<file path="src/rtl/arith_serial_m.sv">
// Lane-serial add/subtract: one LANE_WIDTH slice per clock, carry held in a register between slices.
// Optional zero/neg result flags are built when ARITH_ZN_FLAGS_EN is defined.
module arith_serial_m #(
   parameter  int WORD_SIZE  = 16,
   parameter  int LANE_WIDTH = 4,
   localparam int LANES      = WORD_SIZE / LANE_WIDTH,
   localparam int LANE_SEL_W = $clog2(LANES)
) (
   input  logic                  clk,
   input  logic                  rst,
   input  logic                  start,
   input  logic [LANE_SEL_W-1:0] op_lanes,
   input  logic                  sub_op,
   input  logic                  carry_op,
   input  logic                  carry_in,
   input  logic [WORD_SIZE-1:0]  src_a,
   input  logic [WORD_SIZE-1:0]  src_b,
   output logic                  ready,
   output logic                  done,
   output logic [WORD_SIZE-1:0]  result,
   output logic                  carry,
`ifdef ARITH_ZN_FLAGS_EN
   output logic                  zero,
   output logic                  neg,
`endif
   output logic                  ovf
);

   typedef enum logic [1:0] {IDLE = 2'd0, RUN = 2'd1, DONE = 2'd2} state_t;

   state_t                  state_q, state_d;
   logic [WORD_SIZE-1:0]    a_q, a_d;
   logic [WORD_SIZE-1:0]    b_q, b_d;
   logic [LANE_SEL_W-1:0]   lanes_q, lanes_d;
   logic [LANE_SEL_W-1:0]   idx_q, idx_d;
   logic                    c_q, c_d;
   logic [WORD_SIZE-1:0]    result_q, result_d;
   logic                    carry_q, carry_d;
   logic                    ovf_q, ovf_d;
`ifdef ARITH_ZN_FLAGS_EN
   logic                    zero_q, zero_d;
   logic                    neg_q, neg_d;
`endif

   logic [LANE_WIDTH-1:0]   a_lane, b_lane;
   logic [LANE_WIDTH:0]     sum_w;
   logic                    msb_cin;
   logic                    last_lane;
   logic                    accept;

   always_ff @(posedge clk or posedge rst) begin
      if (rst) begin
         state_q  <= IDLE;
         a_q      <= '0;
         b_q      <= '0;
         lanes_q  <= '0;
         idx_q    <= '0;
         c_q      <= 1'b0;
         result_q <= '0;
         carry_q  <= 1'b0;
         ovf_q    <= 1'b0;
`ifdef ARITH_ZN_FLAGS_EN
         zero_q   <= 1'b0;
         neg_q    <= 1'b0;
`endif
      end else begin
         state_q  <= state_d;
         a_q      <= a_d;
         b_q      <= b_d;
         lanes_q  <= lanes_d;
         idx_q    <= idx_d;
         c_q      <= c_d;
         result_q <= result_d;
         carry_q  <= carry_d;
         ovf_q    <= ovf_d;
`ifdef ARITH_ZN_FLAGS_EN
         zero_q   <= zero_d;
         neg_q    <= neg_d;
`endif
      end
   end

   // Lane select and slice adder; carry into the MSB is recovered from sum ^ a ^ b.
   always_comb begin
      a_lane = '0;
      b_lane = '0;
      for (int l = 0; l < LANES; l++) begin
         if (idx_q == LANE_SEL_W'(l)) begin
            a_lane = a_q[l*LANE_WIDTH +: LANE_WIDTH];
            b_lane = b_q[l*LANE_WIDTH +: LANE_WIDTH];
         end
      end
      sum_w     = {1'b0, a_lane} + {1'b0, b_lane} + {{LANE_WIDTH{1'b0}}, c_q};
      msb_cin   = sum_w[LANE_WIDTH-1] ^ a_lane[LANE_WIDTH-1] ^ b_lane[LANE_WIDTH-1];
      // op_lanes 0 wraps to LANES-1 here, which is exactly the "0 means LANES" encoding.
      last_lane = (idx_q == (lanes_q - LANE_SEL_W'(1)));
      accept    = start && (state_q != RUN);
   end

   always_comb begin
      state_d = state_q;
      unique case (state_q)
         IDLE:    if (start) state_d = RUN;
         RUN:     if (last_lane) state_d = DONE;
         DONE:    state_d = start ? RUN : IDLE;
         default: state_d = IDLE;
      endcase
   end

   always_comb begin
      ready = (state_q != RUN);
      done  = (state_q == DONE);
   end

   always_comb begin
      a_d      = a_q;
      b_d      = b_q;
      lanes_d  = lanes_q;
      idx_d    = idx_q;
      c_d      = c_q;
      result_d = result_q;
      carry_d  = carry_q;
      ovf_d    = ovf_q;
`ifdef ARITH_ZN_FLAGS_EN
      zero_d   = zero_q;
      neg_d    = neg_q;
`endif
      if (accept) begin
         a_d      = src_a;
         b_d      = src_b ^ {WORD_SIZE{sub_op}};
         lanes_d  = op_lanes;
         idx_d    = '0;
         c_d      = (carry_in & carry_op) ^ sub_op;
         result_d = '0;
      end else if (state_q == RUN) begin
         for (int l = 0; l < LANES; l++) begin
            if (idx_q == LANE_SEL_W'(l)) result_d[l*LANE_WIDTH +: LANE_WIDTH] = sum_w[LANE_WIDTH-1:0];
         end
         c_d = sum_w[LANE_WIDTH];
         if (last_lane) begin
            carry_d = sum_w[LANE_WIDTH];
            ovf_d   = msb_cin ^ sum_w[LANE_WIDTH];
`ifdef ARITH_ZN_FLAGS_EN
            // Inactive lanes were cleared on accept, so a whole-word test covers only active lanes.
            zero_d  = (result_d == '0);
            neg_d   = sum_w[LANE_WIDTH-1];
`endif
         end else begin
            idx_d = idx_q + LANE_SEL_W'(1);
         end
      end
   end

   assign result = result_q;
   assign carry  = carry_q;
   assign ovf    = ovf_q;
`ifdef ARITH_ZN_FLAGS_EN
   assign zero   = zero_q;
   assign neg    = neg_q;
`endif

endmodule

</file>
<file path="config.mk">
export PLATFORM = sky130hd
export DESIGN_NAME = arith_serial_m
export DESIGN_NICKNAME = d
export VERILOG_FILES = /design/src/rtl/arith_serial_m.sv
export SDC_FILE = /design/constraint.sdc
export NUM_CORES = 1
export LEC_CHECK = 0
export CORE_UTILIZATION = 51
export CTS_CLUSTER_SIZE = 20
export DETAILED_ROUTE_END_ITERATION = 10
export MAX_ROUTING_LAYER = met4
export PLACE_DENSITY = 0.81
export SLEW_MARGIN = 20
export SYNTH_ARGS = -nofsm -noshare
export SYNTH_HDL_FRONTEND = slang
export SYNTH_SLANG_ARGS = --single-unit
</file>
<file path="constraint.sdc">
create_clock -name clk -period 3.53 [get_ports clk]
set_input_delay 0.5295 -clock clk [delete_from_list [all_inputs] [get_ports clk]]
set_output_delay 0.5295 -clock clk [all_outputs]
set_load 0.01 [all_outputs]
</file>
# Word level (Yosys, flattened, before mapping)
# Cells that the tools add are included.
dict set report totals {
  ff_bits 57
  latchBits 0
  ram_bits 0
  rom_bits 0
  inputBits 40
  word_cells 71
  mem_count 0
}
dict set report op_classes {
  add_sub_neg 4
  n_mul 0
  div_mod_pow 0
  magnitude_cmp 0
  n_eq_ne 10
  shifts 0
  muxes 23
  bitwise_logic 7
  reduce_logical 15
}
# op count
set ops {}
lappend ops {{$mux 4} 12}
lappend ops {{$mux 16} 2}
lappend ops {{$xor 16x16->16} 1}
lappend ops {{$reduce_and 2->1} 6}
lappend ops {{$mux 2} 5}
lappend ops {{$reduce_bool 2->1} 5}
lappend ops {{$eq 2x2->1 const B} 3}
lappend ops {{$pmux 2 s3} 1}
lappend ops {{$add 4x4->5} 1}
lappend ops {{$add 5x1->5} 1}
lappend ops {{$eq 2x1->1 const B} 2}
lappend ops {{$logic_not 2->1} 2}
lappend ops {{$ne 2x1->1 const B} 2}
lappend ops {{$ne 2x2->1 const B} 2}
lappend ops {{$xor 1x1->1} 4}
lappend ops {{$mux 1} 3}
lappend ops {{$reduce_and 3->1} 1}
lappend ops {{$add 2x1->2 const B} 1}
lappend ops {{$eq 2x2->1} 1}
lappend ops {{$sub 2x1->2 const B} 1}
lappend ops {{$and 1x1->1} 1}
lappend ops {{$logic_and 1x1->1} 1}
lappend ops {{$not 1->1} 1}

# Logic depth before layout (Yosys ltp)
dict set report depth {
  word_depth 10
  ltp_mapped 17
  mapped_depth_nobuf 17
}

# Worst setup path before layout
# Ideal clock, no wire load.
dict set report synth_path {
  path_kind {register to register}
  startpoint {register idx_q[1]}
  endpoint {register ovf_q (netlist: ovf)}
  setup_ns 0.125
  arrival_time_ns 3.077
  slack_ns 0.328
  path_stages_with_launch 18
  path_buffers 1
  period_less_slack_ns 3.202
  path_cell_list {dfrtp_1 -> inv_1 -> ha_1 -> clkbuf_1 -> a22oi_1 -> nor2_1 -> a21oi_1 -> nor2_1 -> a21oi_1 -> fa_1 -> inv_1 -> fa_1 -> nor4b_2 -> o32a_1 -> a31oi_1 -> o221ai_2 -> xnor2_1 -> mux2_4}
}
dict set report synth_between {
  elab_chain_len 10
  elab_cells_between_ends 19
  classes_between {2 x add/sub; 4 x eq/ne; 8 x mux; 3 x bitwise; 2 x reduce/logical}
}
# element line
set synth_rtl {}
lappend synth_rtl {{start, declared} 35} ;# logic [LANE_SEL_W-1:0] idx_q, idx_d;
lappend synth_rtl {{start signal, assigned} 71} ;# idx_q <= idx_d;
lappend synth_rtl {{$logic_not 2->1} 88} ;# if (idx_q == LANE_SEL_W'(l)) begin
lappend synth_rtl {{$mux 4 (4 in series)} 88}
lappend synth_rtl {{$add 4x4->5} 93} ;# sum_w = {1'b0, a_lane} + {1'b0, b_lane} + {{LANE_WIDTH{1'b0}}, c_q};
lappend synth_rtl {{$add 5x1->5} 93}
lappend synth_rtl {{$xor 1x1->1 (2 in series)} 94} ;# msb_cin = sum_w[LANE_WIDTH-1] ^ a_lane[LANE_WIDTH-1] ^ b_lane[LANE_WIDTH-1];
lappend synth_rtl {{$xor 1x1->1} 142} ;# ovf_d = msb_cin ^ sum_w[LANE_WIDTH];
lappend synth_rtl {{end signal, assigned} 75} ;# ovf_q <= ovf_d;
lappend synth_rtl {{end, declared} 39} ;# logic ovf_q, ovf_d;
# Parallel ways exist; a longest one is shown, timed or not.
# A chain may end at the register's enable or synchronous reset.

# Worst setup path after layout
# Same ends and word-level chain as after synthesis.

==> flow_summary.yaml <==
status:
  run_status: "finished clean"
global_routing:
  grt.met2_usage_pct: 34.42
  first_pass_grt_wire_length_um: 10450
  antenna_found_initial: 0
  gr-usage-all-layers_pct: 23.40
  largest_net_degree_at_the_start_of_global_routing: 58
  grt.overflow.total: 0
  first_global_vias: 2263
  global_route.usage.met1_pct: 29.94
  global_route.usage.met3_pct: 6.548
  grt-busiest-layer: "met2"
clock_tree:
  cts_setup_buffers: 0
  post_cts_resize_count: 0
  cts_root_buf: "clkbuf_8"
  cts-hold-fix-buffers: 0
  numCtsBuffers: 9
  cts_max_level: 3
  cts_tree: "yes"
  clkSlewWorstSetupHoldPaths_ns: 0.06
  cts_max_path_buffers: 2
  cts.sink_count: 57
  clock_insertion_delay_at_the_later_pin_of_the_skew_report_ns: 0.33
floorplanning:
  placeableCoreArea_um2: 5473
  die-area_um2: 5975
  initial_util_pct: 52.83
  die_y_um: 77.30
  die_boundary_width_um: 77.30
  ioPinCount: 60
  num_rows: 27
worst_setup_path:
  setup.worst_path.class: "flop to flop"
  timing.critical_path.slowest_stage_cell: "dfrtp_2"
  max_stage_delay_ns: 0.44
  crit_chain: "inv_1 -> ha_4 -> and2b_2 -> a22oi_2 -> nor2_1 -> a21oi_1 -> nor2_1 -> a21oi_2 -> fa_1 -> inv_1 -> fa_2 -> nor4b_4 -> o32a_1 -> a31oi_1 -> o221ai_2 -> xnor2_1 -> mux2_4"
  critical_path_arrival_ns: 3.52
  cp.buffers_inverters: 2
  timing.critical_path.required_ns: 3.74
  critical_path.top_delay_family: "compound AO/OA/AOI/OAI gates"
  critical_path.startpoint_type: "flop"
  crit_fanout: 5
  critical_path.endpoint_type: "flop"
synth:
  yosysWarningCount: 0
  synth_fp_nets: 376
  synth_simple_gate_area_share_pct: 20.73
  yosys.area.top_type: "dfrtp_1"
  synth-adder-area-share_pct: 4.414
  yosys-top-cells-area: "dfrtp_1, nand2_1, xnor2_1, o21ai_0, nor2_1"
  synthDistinctLibCells: 35
  yosys.area_share.xor_xnor_pct: 6.967
  synth_mux_area_share_pct: 2.683
  synth-compound-area-share_pct: 12.38
  yosysTopAreaCellShare_pct: 49.33
  postSynthCellCount: 327
  synth_area_um2: 2892
  synth-seq-cells: 57
  main_combinational_cell_family_by_area_after_synthesis: "simple AND/OR/NAND/NOR gates"
  mean_instance_size_in_the_synthesized_netlist_um2: 8.843
  synth.yosys.seq_area_share_pct: 49.33
run:
  max_cap_violations: 0
timing:
  layout_setup_ws_ns: 0.2219
  final_period_minus_worst_setup_slack_ns: 3.308
  final.setup_skew_ns: 0.007354
  fmax_mhz: 302.3
  period_share_pct: 93.71
  timing_hold_violations_final: 0
  slew_viol_final: 0
  tightest_slew_ns: 0.8767
  maxSlewHeadroom_pct: 41.37
  grt_setup_unrepaired: "false"
  finalSetupTns_ns: 0
  setup_failing_eps_final: 0
  worst_hold_slack_ns: 0.4838
power_and_ir_drop:
  fin_total_pwr_uw: 3825
  p_leak_uw: 0.001721
  power_per_cell_area_nw_per_um2: 1008
  ir_worst_vdd_v: 0.0005018
finish:
  layout_commonest_cell: "nand2_1"
  fin_util_pct: 69.34
  layout-drive-gt1-share_pct: 9.207
  area_growth_pct: 31.24
  num_antenna_cells: 0
  count_of_fill_cells_added_during_filler_insertion: 445
  finalNetCount: 435
  layout.cells.most_common_list: "nand2_1, clkdlybuf4s50_1, dfrtp_1"
detailed_routing:
  drt_drc_violations_left: 0
  drt-wirelength-per-cell_um: 13.00
  drt_iter0_drc: 181
  drt_pre_antenna_iters: 4
  vias: 2356
  remaining_antenna_violation_count_after_routing: 0
  detail_route.wirelength_um: 6020
  drt-vias-per-instance: 5.089
placed_design:
  place.detailed.hpwl_um: 4465
  numPortBuffers: 59
  post-place-ws_ns: 0.04055
  gp_congestion: 0.9269
min_path:
  hp-class: "flop to flop"
## power by group
part / leakage [uW] / switching [uW] / internal [uW]
logic: 0.000893 / 1140 / 921
registers: 0.000721 / 190 / 953
clock network: 0.000107 / 239 / 383
## layer usage
metal	wire length, um	vias to the layer above
met4	161	0
met1	2823	1086
met3	244	17
li1	-	1188
met2	2790	65
met5	0	-
## sequential cells by signal (all words and copies together) (netlist names)
name     count
a_q         16
b_q         16
result      16
idx_q        2
lanes_q      2
state_q      2
c_q          1
carry        1
ovf          1
## final cells by class
class / instances / area (um2) / area share (%)
Sequential cell: 57 / 1429 / 37.65
Multi-Input combinational cell: 245 / 1400 / 36.89
Timing Repair Buffer: 65 / 635.6 / 16.75
Clock buffer: 14 / 172.7 / 4.550
Tap cell: 72 / 90.09 / 2.374
Clock inverter: 2 / 35.03 / 0.9232
Inverter: 8 / 32.53 / 0.8572
## worst reg2reg max path: cells and delay by family, from the launching register on
| kind | cells | cell delay (ns) |
|---|---|---|
| simple gates | 4 | 0.64 |
| fa+ha+maj | 3 | 0.75 |
| compound gates | 6 | 0.80 |
| mux | 1 | 0.27 |
| flops | 1 | 0.44 |
| xor+xnor | 1 | 0.10 |
| buf+inv | 2 | 0.18 |
## worst paths after layout
path	from	endpoint	slack (ns)	cells after the start
max	idx_q[1]	ovf	0.22	17
min	a_q[13]	a_q[13]	0.48	2
max reg2reg	idx_q[1]	ovf	0.22	17
min reg2reg	a_q[13]	a_q[13]	0.48	2
max in group asynchronous	rst	idx_q[0]	2.39	2
min in group asynchronous	rst	a_q[8]	0.66	2
## through the flow
step,std cells,area (um2)
2_1_floorplan,327,2892
3_3_place_gp,447,3548
3_5_place_dp,447,3551
4_1_cts,463,3759
5_1_grt,463,3795
6_report,463,3795
## cells in the mapped netlist
cell,n
nand2_1,93
dfrtp_1,57
nor2_1,33
o21ai_0,25
xnor2_1,20
a21oi_1,18
clkbuf_1,13
inv_1,8
ha_1,7
nand3_1,7
mux2i_1,4
nor2b_1,4
a211oi_1,3
buf_2,3
o31ai_1,3
xor2_1,3
a21o_1,2
a22oi_1,2
a31oi_1,2
and2_1,2
fa_1,2
mux2_2,2
nand2b_1,2
a21oi_2,1
a22o_1,1
a22oi_2,1
and2b_1,1
and3_1,1
buf_4,1
mux2_4,1
nand3b_1,1
nor3_1,1
nor4b_2,1
o221ai_2,1
o32a_1,1
## cell families after synthesis
kind of cell	after synthesis
buffers and inverters	25
multiplexers	7
XOR/XNOR	23
AND/OR/NAND/NOR	146
AO/OA/AOI/OAI	60
adder cells (fa/ha/maj)	9
flip-flops	57
Power figures use the tool's default switching activity.
==> RTL change (same flow settings) <==
`WORD_SIZE`: 16 -> 64.
--- a/src/rtl/arith_serial_m.sv
+++ b/src/rtl/arith_serial_m.sv
@@ -1,7 +1,7 @@
 // Lane-serial add/subtract: one LANE_WIDTH slice per clock, carry held in a register between slices.
 // Optional zero/neg result flags are built when ARITH_ZN_FLAGS_EN is defined.
 module arith_serial_m #(
-   parameter  int WORD_SIZE  = 16,
+   parameter  int WORD_SIZE  = 64,
    parameter  int LANE_WIDTH = 4,
    localparam int LANES      = WORD_SIZE / LANE_WIDTH,
    localparam int LANE_SEL_W = $clog2(LANES)
Interface: changed (resized op_lanes, result, src_a and src_b); port bits go from 60 to 206. No check against the original RTL was run, so the function may have changed too.
==> RTL change against the unedited design <==
- the flow now finishes with violations (negative setup slack)
- sequential cell count up 148
- via count rose to 3.9 times the old value
- critical path depth up 3
- synthesized cell count rose to 3.4 times the old value
- synthesized area rose to 3.4 times the old value
- utilization up 4.5 points
- total power rose to 3.9 times the old value
- worst setup slack worse by 700 ps
- design area rose to 3.7 times the old value
- wire length rose to 4.9 times the old value
- first-iteration DRC count rose to 3.9 times the old value
- largest power group unchanged
==> RTL change: results <==
[run_status]
status = complete, but fails checks
violations = negative setup slack

[drt]
met1_length_um = 12200
top_layer_used = met4
ant_nets = 0
wl_met3_um = 1960
drt_pass1_iterations = 6
viasPerCell = 5.58
drt_iter0_drc = 700
routedWlPerCell_um = 17.9
num_vias = 9220
wl_met2_um = 14300

[synth]
postSynthAreaPerCell_um2 = 8.87
syn_nets = 1262
ys_top_cells_by_area = dfrtp_1 52%, nand2_1 13%, o21ai_0 8.0%
ys_seq_area_share_pct = 51.9
synthArstFlopShare_pct = 100
ys_types = 53
ys.warnings.count = 0
synthTopCellsByCount = 352 x nand2_1, 205 x dfrtp_1, 158 x o21ai_0

[setup_path]
critPathTopFamily = compound AO/OA/AOI/OAI gates
cp_max_fo = 5
slowest_stage = dfrtp_1
max_stage_delay_ps = 410
crit_arrival_ps = 4390

[clock_network]
clock_latency_ps = 500
clk_pin_slew_ps = 60
htreeDepth = 1
clockBufferDepth = 3
cts_buffers = 20
clockRootBuffer = clkbuf_16

[power]
peakVddDrop_uv = 799
p_leak_nw = 6.25

[cells_and_area]
antenna_cells_inserted = 0
nets = 1530
layout-drive-gt1-share_pct = 16.3
fill_cells = 1337

[placement]
dp_cells = 1609
place_ws_ps = -493
hpwl_um = 21800
port_buffers = 205
gp_congestion = 0.949

[global_routing]
grt_max_degree = 105
grt_pass1_wl_um = 46600
grt_antenna_before_repair = 0
grt_usage_pct = 30.9
grt_pass1_vias = 9014

[hold_path]
hold_class = in -> async

[timing]
fin_ws_ps = -474
setup_viol = 17
slew-limit-headroom_pct = 41.3
clock_skew_ps = 6.40
## RTL change: final timing paths
path	from	to	slack [ps]	cells past startpoint
worst max register to register	idx_q[0]	ovf	-470	20
min in group clk	result[38]	result[38]	480	2
worst min register to register	result[38]	result[38]	480	2
worst min-delay path	rst	result[21]	420	2
worst max-delay path	idx_q[0]	ovf	-470	20
max in group asynchronous	rst	a_q[14]	2280	4
## RTL change: worst reg2reg max path, stage by stage, from the launching register on
cell	delay, ps
dfrtp_1	410
inv_2	90
ha_4	130
nor2b_4	140
buf_6	120
a221oi_2	70
nor3_2	160
a21oi_1	70
o311a_1	380
o21ai_2	170
a21oi_2	90
fa_2	380
fa_2	380
inv_2	50
a21o_1	160
o21ai_2	80
xnor2_2	140
buf_4	140
or3_4	330
and4_1	180
a211o_1	220
## RTL change: report_power, final
part	internal, mW	total, mW	switching (mW)
Clock	1.19	2.06	0.879
Sequential	3.41	4.18	0.766
Combinational	3.95	8.76	4.81
## RTL change: routing by layer
layer / GRT usage, % / up-vias
met5: - / -
met4: 11.8 / 0
met3: 5.10 / 90
met2: 49.9 / 419
met1: 39.2 / 4426
li1: - / 4285
## RTL change: logic make-up after synthesis
logic type | synth area share [%]
muxes | 1.25
DFF | 51.9
buffers and inverters | 3.86
and+or+nand+nor | 18.6
xor gates and xnor gates | 6.56
adders and majority gates | 1.42
AOI/OAI and AO/OA | 16.5
## RTL change: area by class of cell
type | instances | area [um^2] | share of cell area, %
Timing Repair Buffer | 321 | 3060 | 22.0
Inverter | 20 | 78.8 | 0.567
Clock inverter | 2 | 13.8 | 0.0990
Sequential cell | 205 | 5130 | 36.9
Tap cell | 260 | 325 | 2.34
Multi-Input combinational cell | 814 | 4690 | 33.8
Clock buffer | 30 | 609 | 4.38
## RTL change: through the flow
stage	instance area [um^2]	utilization, %	setup TNS (ps)
floorplan	9980	-	-440
global placement	12900	68.4	-2850
detailed placement	12900	68.4	-4140
CTS	13700	72.8	-2680
global route	13900	73.8	-10500
finish	13900	73.8	-4980
## RTL change: what timing repair did
action,in CTS,in global routing
gates resized for setup,48,56
setup buffers,8,1
pin swaps,11,19
cloned,0,2
endpoints found under the setup margin,17,33
